<file path="src/rtl/mips32_mem_pkg.sv">
// Shared types and constants for the mips32 unified-memory port.
//   arb_state_t : arbiter FSM states
//   REQ_IF/REQ_DM : requester ids
//   MIPS_ADDR_W/MIPS_DATA_W : default widths shared with the core
package mips32_mem_pkg;

    localparam int unsigned MIPS_ADDR_W = 10;
    localparam int unsigned MIPS_DATA_W = 32;

    typedef enum logic [1:0] {
        IDLE  = 2'd0,
        ISSUE = 2'd1,
        WAIT  = 2'd2
    } arb_state_t;

    localparam logic REQ_IF = 1'b0;
    localparam logic REQ_DM = 1'b1;

endpackage

</file>
<file path="src/rtl/mem_port_arbiter.sv">
// Arbitrates the single-port unified memory between instruction fetch (IF)
// and the data stage (DM). Data wins by default; a starvation counter forces
// a fetch grant after STARVE_MAX consecutive data grants. All outputs are
// registered.
// Ports:
//   clk, rst                    clock, synchronous active-high reset
//   halted                      masks fetch requests
//   if_req/if_addr              fetch request; if_gnt/if_rvalid/if_rdata back
//   dm_req/dm_we/dm_addr/dm_wdata  data request; dm_gnt/dm_rvalid/dm_rdata back
//   mem_en/mem_we/mem_addr/mem_wdata/mem_rdata  memory side
//   busy                        FSM not in IDLE
module mem_port_arbiter
    import mips32_mem_pkg::*;
#(
    parameter int unsigned ADDR_W     = MIPS_ADDR_W,
    parameter int unsigned DATA_W     = MIPS_DATA_W,
    parameter int unsigned MEM_LAT    = 1,
    parameter int unsigned STARVE_MAX = 3
) (
    input  logic              clk,
    input  logic              rst,
    input  logic              halted,
    input  logic              if_req,
    input  logic [ADDR_W-1:0] if_addr,
    output logic              if_gnt,
    output logic              if_rvalid,
    output logic [DATA_W-1:0] if_rdata,
    input  logic              dm_req,
    input  logic              dm_we,
    input  logic [ADDR_W-1:0] dm_addr,
    input  logic [DATA_W-1:0] dm_wdata,
    output logic              dm_gnt,
    output logic              dm_rvalid,
    output logic [DATA_W-1:0] dm_rdata,
    output logic              mem_en,
    output logic              mem_we,
    output logic [ADDR_W-1:0] mem_addr,
    output logic [DATA_W-1:0] mem_wdata,
    input  logic [DATA_W-1:0] mem_rdata,
    output logic              busy
);

    localparam int unsigned LAT_W = 3;
    localparam int unsigned SC_W  = (STARVE_MAX < 4) ? 2 : $clog2(STARVE_MAX + 1);

    arb_state_t        state, state_nxt;
    logic [LAT_W-1:0]  lat_cnt, lat_nxt;
    logic [SC_W-1:0]   starve_cnt, starve_nxt;
    logic              owner, owner_nxt;
    logic              is_wr, is_wr_nxt;

    logic              if_gnt_nxt, dm_gnt_nxt;
    logic              if_rvalid_nxt, dm_rvalid_nxt;
    logic [DATA_W-1:0] if_rdata_nxt, dm_rdata_nxt;
    logic              mem_en_nxt, mem_we_nxt;
    logic [ADDR_W-1:0] mem_addr_nxt;
    logic [DATA_W-1:0] mem_wdata_nxt;
    logic              busy_nxt;

    logic              if_eff;
    logic              dm_win;

    assign if_eff = if_req & ~halted;
    assign dm_win = dm_req & (~if_eff | (starve_cnt < SC_W'(STARVE_MAX)));

    // Next-state and next-output logic
    always_comb begin
        state_nxt     = state;
        lat_nxt       = lat_cnt;
        starve_nxt    = starve_cnt;
        owner_nxt     = owner;
        is_wr_nxt     = is_wr;
        if_gnt_nxt    = 1'b0;
        dm_gnt_nxt    = 1'b0;
        if_rvalid_nxt = 1'b0;
        dm_rvalid_nxt = 1'b0;
        if_rdata_nxt  = if_rdata;
        dm_rdata_nxt  = dm_rdata;
        mem_en_nxt    = 1'b0;
        mem_we_nxt    = 1'b0;
        mem_addr_nxt  = mem_addr;
        mem_wdata_nxt = mem_wdata;

        case (state)
            IDLE: begin
                if (dm_win) begin
                    owner_nxt     = REQ_DM;
                    is_wr_nxt     = dm_we;
                    dm_gnt_nxt    = 1'b1;
                    mem_en_nxt    = 1'b1;
                    mem_we_nxt    = dm_we;
                    mem_addr_nxt  = dm_addr;
                    mem_wdata_nxt = dm_wdata;
                    state_nxt     = ISSUE;
                    // Count data grants that make a pending fetch wait
                    if (if_eff) begin
                        starve_nxt = (starve_cnt == SC_W'(STARVE_MAX)) ?
                                     starve_cnt : starve_cnt + SC_W'(1);
                    end else begin
                        starve_nxt = '0;
                    end
                end else if (if_eff) begin
                    owner_nxt    = REQ_IF;
                    is_wr_nxt    = 1'b0;
                    if_gnt_nxt   = 1'b1;
                    mem_en_nxt   = 1'b1;
                    mem_addr_nxt = if_addr;
                    starve_nxt   = '0;
                    state_nxt    = ISSUE;
                end else begin
                    starve_nxt = '0;
                end
            end
            ISSUE: begin
                if (is_wr) begin
                    state_nxt = IDLE;
                end else begin
                    lat_nxt   = LAT_W'(MEM_LAT);
                    state_nxt = WAIT;
                end
            end
            WAIT: begin
                lat_nxt = lat_cnt - LAT_W'(1);
                // Last WAIT cycle is the one with valid mem_rdata
                if (lat_cnt <= LAT_W'(1)) begin
                    if (owner == REQ_DM) begin
                        dm_rvalid_nxt = 1'b1;
                        dm_rdata_nxt  = mem_rdata;
                    end else begin
                        if_rvalid_nxt = 1'b1;
                        if_rdata_nxt  = mem_rdata;
                    end
                    state_nxt = IDLE;
                end
            end
            default: state_nxt = IDLE;
        endcase

        if (halted) begin
            starve_nxt = '0;
        end

        busy_nxt = (state_nxt != IDLE);
    end

    // State and output registers
    always_ff @(posedge clk) begin
        if (rst) begin
            state      <= IDLE;
            lat_cnt    <= '0;
            starve_cnt <= '0;
            owner      <= REQ_IF;
            is_wr      <= 1'b0;
            if_gnt     <= 1'b0;
            dm_gnt     <= 1'b0;
            if_rvalid  <= 1'b0;
            dm_rvalid  <= 1'b0;
            if_rdata   <= '0;
            dm_rdata   <= '0;
            mem_en     <= 1'b0;
            mem_we     <= 1'b0;
            mem_addr   <= '0;
            mem_wdata  <= '0;
            busy       <= 1'b0;
        end else begin
            state      <= state_nxt;
            lat_cnt    <= lat_nxt;
            starve_cnt <= starve_nxt;
            owner      <= owner_nxt;
            is_wr      <= is_wr_nxt;
            if_gnt     <= if_gnt_nxt;
            dm_gnt     <= dm_gnt_nxt;
            if_rvalid  <= if_rvalid_nxt;
            dm_rvalid  <= dm_rvalid_nxt;
            if_rdata   <= if_rdata_nxt;
            dm_rdata   <= dm_rdata_nxt;
            mem_en     <= mem_en_nxt;
            mem_we     <= mem_we_nxt;
            mem_addr   <= mem_addr_nxt;
            mem_wdata  <= mem_wdata_nxt;
            busy       <= busy_nxt;
        end
    end

endmodule

</file>
<file path="config.mk">
export PLATFORM = sky130hd
export DESIGN_NAME = mem_port_arbiter
export DESIGN_NICKNAME = d
export VERILOG_FILES = /design/src/rtl/mips32_mem_pkg.sv /design/src/rtl/mem_port_arbiter.sv
export SDC_FILE = /design/constraint.sdc
export NUM_CORES = 1
export LEC_CHECK = 0
export CORE_MARGIN = 8
export CORE_UTILIZATION = 43
export CTS_BUF_LIST = sky130_fd_sc_hd__clkbuf_4
export CTS_CLUSTER_SIZE = 8
export DETAILED_ROUTE_END_ITERATION = 8
export PLACE_DENSITY = 0.82
export SETUP_SLACK_MARGIN = 0.1
export SYNTH_ARGS = -nofsm -noshare
export SYNTH_HDL_FRONTEND = slang
export SYNTH_SLANG_ARGS = --single-unit
export TNS_END_PERCENT = 10
</file>
<file path="constraint.sdc">
create_clock -name clk -period 1.7 [get_ports clk]
set_input_delay 0.17 -clock clk [delete_from_list [all_inputs] [get_ports clk]]
set_output_delay 0.17 -clock clk [all_outputs]
set_load 0.005 [all_outputs]
</file>
* Word level (Yosys, flattened, before mapping)
Index checks and enable logic that the tools add are counted.
** Word-level totals
- Register bits after elaboration :: 122
- Output and inout port bits :: 113
- Input bits :: 90
- Logic and storage cells :: 70
** Operators by class
- Bitwise operators :: 10
- Order comparisons :: 2
- Reduce and logical (&&, ||, !) cells :: 15
- Multiplexer cells :: 20
- Equal/unequal tests :: 5
- Add/sub/neg operators :: 2
** Operators with widths (number)
- $mux W10 :: 2
- $mux W2 :: 7
- $reduce_or A3 Y1 :: 3
- $mux W1 :: 8
- $reduce_and A2 Y1 :: 4
- $not A1 Y1 :: 7
- $pmux W2 S3 :: 1
- $pmux W3 S2 :: 1
- $reduce_and A3 Y1 :: 2
- $reduce_bool A2 Y1 :: 3
- $eq A2 B2 Y1 const B :: 2
- $reduce_or A2 Y1 :: 2
- $le A3 B1 Y1 const B :: 1
- $mux W3 :: 1
- $ne A3 B3 Y1 const B :: 1
- $sub A3 B1 Y3 const B :: 1
- $add A2 B1 Y2 const B :: 1
- $and A1 B1 Y1 :: 2
- $eq A2 B1 Y1 const B :: 1
- $logic_not A2 Y1 :: 1
- $lt A2 B2 Y1 const B :: 1
- $ne A2 B2 Y1 const B :: 1
- $or A1 B1 Y1 :: 1

* Longest topological paths before layout
- Depth after elaboration :: 8
- Gate-level depth with buffers :: 8
- Depth with buffers taken out :: 6

* Worst setup path after synthesis
No wires, ideal clock.
- Path type :: flip-flop to flip-flop
- From :: register lat_cnt[1]
- To :: register dm_rdata[18]
- Clock period less this slack :: 1.491 ns
- Path buffers :: 1
- Library setup time :: 0.071 ns
- Arrival time :: 1.420 ns
- Slack :: 0.209 ns
- Required time :: 1.629 ns
- Stages on the path, launching flop included :: 8
- Cell sequence :: dfxtp_1 inv_1 ha_1 o21bai_1 nand4b_1 clkbuf_1 nand2_1 a21oi_2
** Between the ends
- Word-level cells in the longest chain between the ends :: 2
** RTL lines
- start, declared :: line mem_port_arbiter.sv:47 : logic [LAT_W-1:0] lat_cnt, lat_nxt;
- start signal, assigned :: line mem_port_arbiter.sv:167 : lat_cnt <= lat_nxt;
- $le A3 B1 Y1 :: line mem_port_arbiter.sv:125 : if (lat_cnt <= LAT_W'(1)) begin
- $reduce_and A3 Y1 (no source line)
- end signal, assigned :: line mem_port_arbiter.sv:176 : dm_rdata <= dm_rdata_nxt;
- end, declared :: line mem_port_arbiter.sv:34 : output logic [DATA_W-1:0] dm_rdata,
No other way between the ends.
A chain may end at the register's enable or synchronous reset.

* Final worst setup path
- From :: register mem_wdata[11]
- To :: output port mem_wdata[11]
** RTL lines
- start, declared :: line mem_port_arbiter.sv:38 : output logic [DATA_W-1:0] mem_wdata,
- start signal, assigned :: line mem_port_arbiter.sv:180 : mem_wdata <= mem_wdata_nxt;
No word-level cell between the ends.

==> report_table.html <==
<table>
<tr><th>Metric</th><th>Value</th></tr>
<tr><th colspan="2">CTS</th></tr>
<tr><td>Clock sink total</td><td>122</td></tr>
<tr><td>Maximum buffer depth of the clock tree</td><td>2</td></tr>
<tr><td>Worst-skew pair later-pin latency</td><td>500 ps</td></tr>
<tr><td>TritonCTS clock tree</td><td>built</td></tr>
<tr><td>Root cell of the clock tree</td><td>clkbuf_4</td></tr>
<tr><td>Number of clock buffers inserted by TritonCTS</td><td>17</td></tr>
<tr><td>Clock-pin slew reported for the worst setup and hold paths after clock tree synthesis</td><td>110 ps</td></tr>
<tr><td>Number of H-tree levels</td><td>4</td></tr>
<tr><th colspan="2">Pwr</th></tr>
<tr><td>Power per cell area</td><td>909 mW/mm^2</td></tr>
<tr><td>Maximum vdd ir drop</td><td>0.635 mV</td></tr>
<tr><td>Sw Share</td><td>24.5%</td></tr>
<tr><td>Part of the total power dissipated in the clock network</td><td>36.9%</td></tr>
<tr><td>Comb pwr share</td><td>15.5%</td></tr>
<tr><td>Power dissipated by switching net loads</td><td>1.58 mW</td></tr>
<tr><td>Leakage component of the power</td><td>2.51 nW</td></tr>
<tr><td>Internal Power</td><td>4.88 mW</td></tr>
<tr><td>Total Power</td><td>6.47 mW</td></tr>
<tr><td>Reg power frac</td><td>47.6%</td></tr>
<tr><th colspan="2">Critical path</th></tr>
<tr><td>Delay of the slowest cell on the worst path</td><td>550 ps</td></tr>
<tr><td>Worst setup path start</td><td>mem_wdata[11]</td></tr>
<tr><td>Family with the most delay on the worst path</td><td>buffers and inverters</td></tr>
<tr><td>Worst path slowest cell</td><td>clkdlybuf4s50_1</td></tr>
<tr><td>Required time reported for the critical path endpoint</td><td>1530 ps</td></tr>
<tr><td>Critical path launch point type</td><td>register</td></tr>
<tr><td>CP Cell Sequence</td><td>clkdlybuf4s50_1</td></tr>
<tr><td>CP endpoint kind</td><td>primary output</td></tr>
<tr><td>Beginning of the worst register-to-register path</td><td>lat_cnt[1]</td></tr>
<tr><td>Worst Path Max Fanout</td><td>2</td></tr>
<tr><td>Data arrival at the endpoint of the critical path</td><td>1410 ps</td></tr>
<tr><td>Critical setup path kind</td><td>reg -&gt; out</td></tr>
<tr><td>Sum of buffers and inverters on the critical path</td><td>1</td></tr>
<tr><th colspan="2">Yosys</th></tr>
<tr><td>Most common library cells after synthesis</td><td>208 x nand2_1, 122 x dfxtp_1, 87 x a21oi_1, 24 x a21oi_2, 19 x clkbuf_1</td></tr>
<tr><td>Count of flip-flops with a built-in enable after synthesis</td><td>0</td></tr>
<tr><td>Area leader, netlist</td><td>dfxtp_1</td></tr>
<tr><td>Most instantiated library cell after synthesis</td><td>nand2_1</td></tr>
<tr><td>Post-synthesis cell count</td><td>545</td></tr>
<tr><td>Dominant cells by area after synthesis</td><td>dfxtp_1 54%, nand2_1 17%, a21oi_1 9.7%, a21oi_2 4.7%, a211oi_1 1.8%</td></tr>
<tr><td>Number of nets produced by synthesis</td><td>638</td></tr>
<tr><td>Syn avg cell area</td><td>8.27 sq um</td></tr>
<tr><td>Flip-flop and latch count after synthesis</td><td>122</td></tr>
<tr><td>Sequential element share of the synthesized area</td><td>54.2%</td></tr>
<tr><td>Post-synth cell types</td><td>37</td></tr>
<tr><td>Syn. warnings</td><td>0</td></tr>
<tr><td>Cell Area, Synth</td><td>0.00451 sq mm</td></tr>
<tr><td>Proportion of synthesized flip-flops having asynchronous set or reset</td><td>0%</td></tr>
<tr><td>Share of the synthesized area in the top cell type</td><td>54.2%</td></tr>
<tr><td>Main flop type after synthesis</td><td>dfxtp_1</td></tr>
<tr><th colspan="2">STA</th></tr>
<tr><td>Setup Skew</td><td>11.7 ps</td></tr>
<tr><td>Highest attainable clock frequency</td><td>0.633 GHz</td></tr>
<tr><td>Hold Violations, Final</td><td>0</td></tr>
<tr><td>Final slew viol count</td><td>0</td></tr>
<tr><td>Final setup viols</td><td>0</td></tr>
<tr><td>Hold Worst Slack</td><td>197 ps</td></tr>
<tr><td>Portion of the clock cycle consumed by the worst path in the final layout</td><td>92.9%</td></tr>
<tr><td>Unrepaired setup endpoints after global routing</td><td>yes</td></tr>
<tr><td>Setup WS post-layout</td><td>121 ps</td></tr>
<tr><td>Final period demand of the worst path</td><td>1580 ps</td></tr>
<tr><td>Tightest slew margin relative to the limit</td><td>59.6%</td></tr>
<tr><td>Least-Margin Pin Slew</td><td>605 ps</td></tr>
<tr><th colspan="2">Floorplanning</th></tr>
<tr><td>Vert. Die Dim</td><td>118 microns</td></tr>
<tr><td>Horiz. Die Dim</td><td>118 microns</td></tr>
<tr><td>Total Die Area</td><td>0.0140 sq mm</td></tr>
<tr><td>Initial Util</td><td>44.0%</td></tr>
<tr><td>FP Rows</td><td>37</td></tr>
<tr><td>Number of primary I/O pins</td><td>203</td></tr>
<tr><td>Core region area</td><td>0.0102 sq mm</td></tr>
<tr><th colspan="2">Detailed routing</th></tr>
<tr><td>Vias per std cell</td><td>4.97</td></tr>
<tr><td>Total wirelength of the detailed-routed design</td><td>14.2 mm</td></tr>
<tr><td>Number of remaining DRC errors</td><td>0</td></tr>
<tr><td>Number of DRC markers in iteration 0</td><td>371</td></tr>
<tr><td>Mean routed wirelength per cell</td><td>15.9 microns</td></tr>
<tr><td>Number of antenna-violating nets in the routed design</td><td>0</td></tr>
<tr><td>Detailed-routing iteration count for the pre-antenna-repair pass</td><td>4</td></tr>
<tr><td>Total vias in the final route</td><td>4,434</td></tr>
<tr><th colspan="2">Global routing</th></tr>
<tr><td>Overall Global Routing Usage</td><td>19.5%</td></tr>
<tr><td>Via count of the first global-routing pass</td><td>4,501</td></tr>
<tr><td>Wire length of the first global-routing pass</td><td>22.4 mm</td></tr>
<tr><td>Number of antenna violations at the first check in global routing</td><td>0</td></tr>
<tr><td>Remaining global-route overflow</td><td>0</td></tr>
<tr><td>Maximum number of pins on one net before global-route repair</td><td>70</td></tr>
<tr><th colspan="2">Place</th></tr>
<tr><td>Placed wire-length estimate after detailed placement</td><td>9.82 mm</td></tr>
<tr><td>Pre-CTS setup slack</td><td>-93.4 ps</td></tr>
<tr><td>Port Buf Inserts</td><td>202</td></tr>
<tr><td>Final Wtd Congestion</td><td>0.809</td></tr>
<tr><th colspan="2">Worst hold path</th></tr>
<tr><td>Hold path startpoint</td><td>dm_wdata[14]</td></tr>
<tr><td>Classification of the worst-slack hold path</td><td>in -&gt; reg</td></tr>
<tr><th colspan="2">Final layout</th></tr>
<tr><td>Number of nets in the finished design</td><td>838</td></tr>
<tr><td>Antenna Diode Count</td><td>0</td></tr>
<tr><td>Layout Area Growth over Synthesis</td><td>57.8%</td></tr>
<tr><td>Fraction of layout cells with a size suffix above 1</td><td>10.8%</td></tr>
<tr><th colspan="2">Flow run</th></tr>
<tr><td>Maxcap violations</td><td>0</td></tr>
<tr><th colspan="2">Status</th></tr>
<tr><td>Run status</td><td>finished clean</td></tr>
</table>
==> worst paths after layout <==
path | to | slack (ps) | cells after the start
setup / recovery | mem_wdata[11] | 120 | 1
hold / removal | mem_wdata[14] | 200 | 3
setup reg to reg | dm_rdata[21] | 170 | 8
hold reg to reg | mem_wdata[7] | 460 | 2
==> flip-flops by register name, indices dropped and copies added (netlist names) <==
name / flops
dm_rvalid: 1
lat_cnt: 3
busy: 1
is_wr: 1
state: 2
dm_gnt: 1
owner: 1
dm_rdata: 32
mem_wdata: 32
mem_en: 1
if_rdata: 32
mem_we: 1
mem_addr: 10
starve_cnt: 2
if_rvalid: 1
if_gnt: 1
==> area by class of cell <==
type / instances / area (sq um)
Clock buffer: 18 / 135
Multi-Input combinational cell: 382 / 1860
Timing Repair Buffer: 219 / 2280
Fill cell: 797 / 3120
Tap cell: 136 / 170
Sequential cell: 122 / 2440
Inverter: 3 / 11.3
Clock inverter: 13 / 201
==> stage by stage <==
step	cell area [sq um]	util, %	instances	TNS [ps]
2_1_floorplan	4510	-	545	0
6_report	7110	69.5	893	0
3_5_place_dp	6650	65.0	855	-513
5_1_grt	7110	69.5	893	0
3_3_place_gp	6650	65.0	855	0
4_1_cts	7000	68.4	887	0
==> cell usage in the layout (no fill, tap or decap), types with 3 or more instances in the layout <==
cell and count:
a211oi_1 11, a21oi_1 86, a21oi_2 25, buf_12 8, buf_4 7, bufinv_16 5
clkbuf_4 18, clkdlybuf4s50_1 200, clkinv_4 3, dfxtp_1 120, ha_1 3, inv_1 3
nand2_1 208, nor2_1 16, nor3_1 3, o21ai_0 4
==> repair_timing <==
action | CTS | global route
pin swaps | 0 | 1
buffers inserted | 0 | 4
setup endpoints to repair | 70 | 179
gates resized for setup | 3 | 9
endpoints found under the hold margin | 2 | 0
gates cloned | 0 | 2
hold buffers | 1 | 0
==> cell families after synthesis <==
family                     Yosys count  share of synthesized area, %
adders and majority gates            3                         0.833
DFF                                122                          54.2
muxes                                1                         0.222
and+or+nand+nor                    244                          21.7
xor gates and xnor gates             1                         0.194
buffers and inverters               41                          4.94
AOI/OAI and AO/OA                  133                          17.9
==> power by group through the flow <==
stage | Combinational, mW | Sequential (mW) | Clock [mW]
final | 1.00 | 3.08 | 2.39
after floorplan | 0.375 | 3.14 | 0
after global placement | 0.943 | 3.14 | 0
after CTS | 0.976 | 3.08 | 2.45
after detailed placement | 0.967 | 3.14 | 0
after global routing | 1.09 | 3.10 | 2.58
==> routing by layer <==
metal  track usage [%]  vias to the layer above  wire [microns]
met4              5.44                        0             108
met2              31.2                      198            6610
met3              10.9                       10            1630
li1                  -                     2187               -
met1              21.7                     2039            5870
met5                 0                        -               0
Note: power is estimated with default switching activity, not from simulation.
